<file path="config.mk">
export PLATFORM = sky130hd
export DESIGN_NAME = drum_step_sequencer
export DESIGN_NICKNAME = d
export VERILOG_FILES = /design/src/rtl/drum_step_sequencer.sv
export SDC_FILE = /design/constraint.sdc
export NUM_CORES = 1
export LEC_CHECK = 0
export CAP_MARGIN = 15
export CORE_MARGIN = 4
export CORE_UTILIZATION = 30
export CTS_CLUSTER_DIAMETER = 200
export DETAILED_ROUTE_END_ITERATION = 6
export PLACE_DENSITY_LB_ADDON = 0.2
export SLEW_MARGIN = 20
export SYNTH_ARGS = -nofsm -noshare
export SYNTH_HDL_FRONTEND = slang
export SYNTH_SLANG_ARGS = --single-unit
</file>
<file path="constraint.sdc">
create_clock -name i_clk -period 9.4 [get_ports i_clk]
set_clock_uncertainty 0.15 [all_clocks]
set_input_delay 1.88 -clock i_clk [delete_from_list [all_inputs] [get_ports i_clk]]
set_output_delay 1.88 -clock i_clk [all_outputs]
set_load 0.05 [all_outputs]
</file>
<file path="src/rtl/drum_step_sequencer.sv">
// Drum-machine playback sequencer: sample-rate divider, 16-step pattern player,
// per-voice go/busy tracking and time-slotting of the shared sample ROM.
module drum_step_sequencer #(
    parameter int NUM_VOICES       = 3,
    parameter int STEPS            = 16,
    parameter int CLK_PER_SAMPLE   = 1042,
    parameter int SAMPLES_PER_STEP = 6000
) (
    input  logic        i_clk,
    input  logic        i_reset,
    input  logic        i_run,
    input  logic        i_pat_we,
    input  logic [1:0]  i_pat_voice,
    input  logic [15:0] i_pat_data,
    input  logic [2:0]  i_manual_trig,
    input  logic [2:0]  i_voice_done,
    output logic        o_sample_en,
    output logic [2:0]  o_voice_go,
    output logic [2:0]  o_voice_busy,
    output logic [3:0]  o_step,
    output logic        o_step_pulse,
    output logic [1:0]  o_rom_sel,
    output logic        o_rom_valid,
    output logic        o_dbg_play
);

    localparam int DIV_W  = (CLK_PER_SAMPLE > 1) ? $clog2(CLK_PER_SAMPLE) : 1;
    localparam int TICK_W = (SAMPLES_PER_STEP > 1) ? $clog2(SAMPLES_PER_STEP) : 1;

    localparam logic [DIV_W-1:0]  DIV_LAST  = DIV_W'(CLK_PER_SAMPLE - 1);
    localparam logic [DIV_W-1:0]  DIV_PRE   = DIV_W'(CLK_PER_SAMPLE - 2);
    localparam logic [TICK_W-1:0] TICK_LAST = TICK_W'(SAMPLES_PER_STEP - 1);
    localparam logic [3:0]        STEP_MASK = 4'(STEPS - 1);
    localparam logic [1:0]        SLOT_LAST = 2'(NUM_VOICES - 1);

    typedef enum logic {
        S_IDLE = 1'b0,
        S_PLAY = 1'b1
    } state_t;

    state_t              r_state;
    state_t              w_state_next;
    logic [DIV_W-1:0]    r_div;
    logic                r_sample_en;
    logic [TICK_W-1:0]   r_tick;
    logic [TICK_W-1:0]   w_tick_next;
    logic [3:0]          r_step;
    logic [3:0]          w_step_next;
    logic                r_step_pulse;
    logic                w_fire;
    logic [15:0]         r_pat [NUM_VOICES];
    logic [2:0]          r_go;
    logic [2:0]          w_go_next;
    logic [2:0]          r_busy;
    logic [2:0]          w_busy_next;
    logic                r_slot_on;
    logic                w_slot_on_next;
    logic [1:0]          r_rom_sel;
    logic [1:0]          w_rom_sel_next;
    logic                r_rom_valid;
    logic                w_rom_valid_next;

    // sample_en is registered one count early so it is high while div==CLK_PER_SAMPLE-1.
    always_ff @(posedge i_clk or posedge i_reset) begin
        if (i_reset) begin
            r_div       <= '0;
            r_sample_en <= 1'b0;
        end else begin
            r_div       <= (r_div == DIV_LAST) ? '0 : r_div + DIV_W'(1);
            r_sample_en <= (r_div == DIV_PRE);
        end
    end

    always_ff @(posedge i_clk or posedge i_reset) begin
        if (i_reset) begin
            r_state <= S_IDLE;
        end else begin
            r_state <= w_state_next;
        end
    end

    always_comb begin
        w_state_next = r_state;
        w_tick_next  = r_tick;
        w_step_next  = r_step;
        w_fire       = 1'b0;
        case (r_state)
            S_IDLE: begin
                if (i_run) begin
                    w_state_next = S_PLAY;
                    w_tick_next  = '0;
                    w_step_next  = '0;
                    w_fire       = 1'b1;
                end
            end
            S_PLAY: begin
                if (!i_run) begin
                    // Stopping wins over a coincident step boundary: nothing fires.
                    w_state_next = S_IDLE;
                    w_tick_next  = '0;
                end else if (r_sample_en) begin
                    if (r_tick == TICK_LAST) begin
                        w_tick_next = '0;
                        w_step_next = (r_step + 4'd1) & STEP_MASK;
                        w_fire      = 1'b1;
                    end else begin
                        w_tick_next = r_tick + TICK_W'(1);
                    end
                end
            end
            default: begin
                w_state_next = S_IDLE;
            end
        endcase
    end

    // The fire looks up the step being entered; a same-edge pattern write is not yet visible.
    always_comb begin
        w_go_next = '0;
        for (int v = 0; v < NUM_VOICES; v++) begin
            w_go_next[v] = (w_fire & r_pat[v][w_step_next]) | i_manual_trig[v];
        end
        w_busy_next = (r_busy & ~i_voice_done) | r_go;
    end

    always_comb begin
        w_slot_on_next   = 1'b0;
        w_rom_sel_next   = '0;
        w_rom_valid_next = 1'b0;
        if (r_sample_en) begin
            w_slot_on_next = 1'b1;
        end else if (r_slot_on && (r_rom_sel != SLOT_LAST)) begin
            w_slot_on_next = 1'b1;
            w_rom_sel_next = r_rom_sel + 2'd1;
        end
        // Uses next-cycle busy so rom_valid matches voice_busy in the slot cycle itself.
        w_rom_valid_next = w_slot_on_next & w_busy_next[w_rom_sel_next];
    end

    always_ff @(posedge i_clk or posedge i_reset) begin
        if (i_reset) begin
            r_tick       <= '0;
            r_step       <= '0;
            r_step_pulse <= 1'b0;
            r_go         <= '0;
            r_busy       <= '0;
            r_slot_on    <= 1'b0;
            r_rom_sel    <= '0;
            r_rom_valid  <= 1'b0;
        end else begin
            r_tick       <= w_tick_next;
            r_step       <= w_step_next;
            r_step_pulse <= w_fire;
            r_go         <= w_go_next;
            r_busy       <= w_busy_next;
            r_slot_on    <= w_slot_on_next;
            r_rom_sel    <= w_rom_sel_next;
            r_rom_valid  <= w_rom_valid_next;
        end
    end

    always_ff @(posedge i_clk or posedge i_reset) begin
        if (i_reset) begin
            for (int v = 0; v < NUM_VOICES; v++) begin
                r_pat[v] <= '0;
            end
        end else begin
            for (int v = 0; v < NUM_VOICES; v++) begin
                if (i_pat_we && (i_pat_voice == 2'(v))) begin
                    r_pat[v] <= i_pat_data;
                end
            end
        end
    end

    assign o_sample_en  = r_sample_en;
    assign o_voice_go   = r_go;
    assign o_voice_busy = r_busy;
    assign o_step       = r_step;
    assign o_step_pulse = r_step_pulse;
    assign o_rom_sel    = r_rom_sel;
    assign o_rom_valid  = r_rom_valid;
    assign o_dbg_play   = (r_state == S_PLAY);

endmodule

</file>
==> summary.txt <==
Status
  – Status: completed

Final layout
  – Antenna cells: 0
  – Layout Cells excl Fill: 598
  – Layout Nets: 447
  – Fillers: 1358
  – Share of cells above drive strength 1: 0.208
  – Area growth, synth to finish: 23.5%
  – Commonest non-fill, non-tap cell in the layout: dfrtp_1
  – Most frequent cells in the layout: 89 x dfrtp_1, 49 x mux2_2, 43 x clkdlybuf4s50_1

STA
  – Max Clk Rate: 233 MHz
  – Minimum clock period: 4.30 ns
  – Setup ws final: 5.10 ns
  – Measured slew at the worst slew-check pin: 0.900 ns
  – RSZ-0062 raised after global routing: no
  – Final hold violation count: 0
  – Rel. slew slack: 0.398
  – Final setup viols: 0
  – Max Slew Vio Count: 0
  – Final setup TNS: 0 ns
  – Part of the cycle the worst path needs: 0.458

Synth
  – Most used DFF post-synth: dfrtp_1
  – Async set or reset register ratio after synthesis: 1.00
  – Mean post-synth cell area: 11.6 µm²
  – Post-synth EDFFs: 0
  – Synth warn: 0
  – Syn_nets: 400
  – Cell area after synthesis: 4260 µm²
  – Synth cell types: 56
  – Syn Inst Count: 366
  – Seq/Total Area, Yosys: 0.523
  – #FFs+latches synth: 89

Placed design
  – GPL Wtd Cong: 0.796
  – Dpl hpwl: 6650 µm
  – Placed Instances: 582
  – Post-Place Worst Slack: 4.73 ns
  – Port Buffer Count: 43

Global routing
  – Antenna violations before repair: 0
  – Met2 Resource Use GR: 0.183
  – Congestion Overflow GR: 0
  – Largest net degree at the start of global routing: 69
  – GRT Overall Usage: 0.121
  – Met3 usage in global routing: 0.0242
  – Most Crowded Layer GR: met2
  – Global-route wire length before repair: 15600 µm
  – Vias in the first global route: 2931
  – GR Layer Usage met1: 0.170

Clocking
  – TritonCTS clock tree: built
  – # resized after CTS: 0
  – Clock-pin slew on the worst setup and hold paths: 0.07 ns
  – Max clock buf depth: 2
  – Setup repair bufs after CTS: 0
  – Hold_buf cts: 0
  – Clock sink count: 89
  – Root buffer cell: clkbuf_16
  – Clock Latency Late Sink: 0.34 ns
  – CTS buffer count: 9
  – H-tree Lvls: 3

Floorplanning
  – Initial Util: 0.307
  – Row count: 43
  – Die Footprint: 16200 µm²
  – Core ar.: 13900 µm²
  – Io pins: 44
  – Die width: 127 µm
  – Die Ht: 127 µm

Critical path
  – Crit path from: i_run
  – Arrival time at the worst endpoint: 4.44 ns
  – Worst Setup Path Type: in2reg
  – Critical-path maximum fanout: 11
  – Startpoint Class: input port
  – Req. time, crit path: 9.53 ns
  – R2R Path Start: r_tick[0]
  – Crit end category: register

Min path
  – Hold_sp: o_voice_go[2]
  – Hold/Removal Path Class: reg2reg

Power and ir drop
  – Pwr per Cell Area: 191 nW/µm²
  – Lkg Pwr: 2.33 nW
  – Peak supply drop: 85.1 µV

Drt
  – Remaining DRCs: 0
  – First-pass DRT Iterations: 4
  – Vias/cell: 4.84
  – Initial DRC count: 128
  – Total Wirelength: 9250 µm
  – Drt wl/cell: 15.5 µm
  – Via count: 2897
  – ANT nets after route: 0

Job
  – Max-Cap Viols: 0
-- cell usage after synthesis, types with 2 or more instances --
library cell	instances	area [µm²]
o21ai_0	18	90.1
inv_1	14	52.6
nand2_1	31	116
nand2b_1	8	50.1
mux2_2	49	552
mux2i_1	17	170
clkbuf_1	7	26.3
dfrtp_1	89	2230
a311o_1	2	20.0
a22oi_1	3	22.5
a21o_1	3	22.5
a21oi_1	3	15.0
and3_1	9	56.3
xor2_1	7	61.3
ha_1	6	75.1
nand4b_1	2	17.5
nand3b_1	3	22.5
xnor2_1	6	52.6
nor2b_1	5	31.3
or3_1	2	12.5
a22o_1	4	35.0
nor3_1	6	30.0
nand3_1	19	95.1
o31ai_1	3	22.5
nand4_1	2	12.5
nor2_1	18	67.6
-- routing by layer --
metal  share of wire  routed length [µm]  vias up
li1                -                   -     1397
met1            0.49                4560     1437
met2            0.45                4170       51
met3           0.035                 327       12
met4           0.020                 185        0
met5               0                   0        -
-- critical path: stages --
cell and delay [ns]:
clkdlybuf4s50_1 0.68, nand3_1 0.14, nor4_2 0.20, mux2_2 0.48, inv_2 0.20, nand2_1 0.07, and3_1 0.18, a311o_1 0.31
a21oi_1 0.16, or3_1 0.12
-- where the power goes --
| part | switching [W] | internal (W) |
|---|---|---|
| combinational | 0.0000532 | 0.0000611 |
| sequential | 0.0000267 | 0.000426 |
| clock | 0.000151 | 0.000287 |
-- registers in the layout, summed over array words and instances, names as in the netlist --
name,flops
r_pat,48
r_tick,13
r_div,11
o_step,4
o_voice_busy,3
o_voice_go,3
o_rom_sel,2
o_dbg_play,1
o_rom_valid,1
o_sample_en,1
o_step_pulse,1
r_slot_on,1
-- stage by stage --
| stage | hold WS (ns) | power, W | instance area (µm²) | util |
|---|---|---|---|---|
| final | 0.343 | 0.00101 | 5260 | 0.379 |
| after global routing | 0.362 | 0.00105 | 5260 | 0.379 |
| after CTS | 0.346 | 0.00102 | 5260 | 0.379 |
| after detailed placement | 0.334 | 0.000576 | 4890 | 0.352 |
| after global placement | 0.333 | 0.000575 | 4890 | 0.352 |
| after floorplan | 0.308 | 0.000529 | 4260 | - |
-- cell type report --
class,instances,area (µm²),share of cell area
clock inverters,7,143,0.0271
repair buffers,47,460,0.0876
flip-flops and latches,89,2230,0.424
inverters,16,63.8,0.0121
well taps,180,225,0.0428
multi-input cells,250,1910,0.364
clock buffers,9,225,0.0428
-- cells by family after synthesis --
group | share of synthesized area
simple gates | 0.153
buf+inv | 0.0311
fa+ha+maj | 0.0176
compound gates | 0.0790
flops | 0.523
xor+xnor | 0.0267
mux | 0.170
-- worst paths after layout --
| path | end | slack (ns) | cells past startpoint |
|---|---|---|---|
| setup / recovery | o_voice_go[1] | 5.10 | 10 |
| min in group asynchronous | r_tick[6] | 1.67 | 2 |
| hold reg to reg | o_voice_busy[2] | 0.34 | 1 |
| setup reg to reg | o_voice_go[0] | 6.44 | 10 |
| hold / removal | o_voice_busy[2] | 0.34 | 1 |
| max in group asynchronous | r_pat[10] | 6.23 | 3 |
Note: power is estimated with default switching activity, not from simulation.
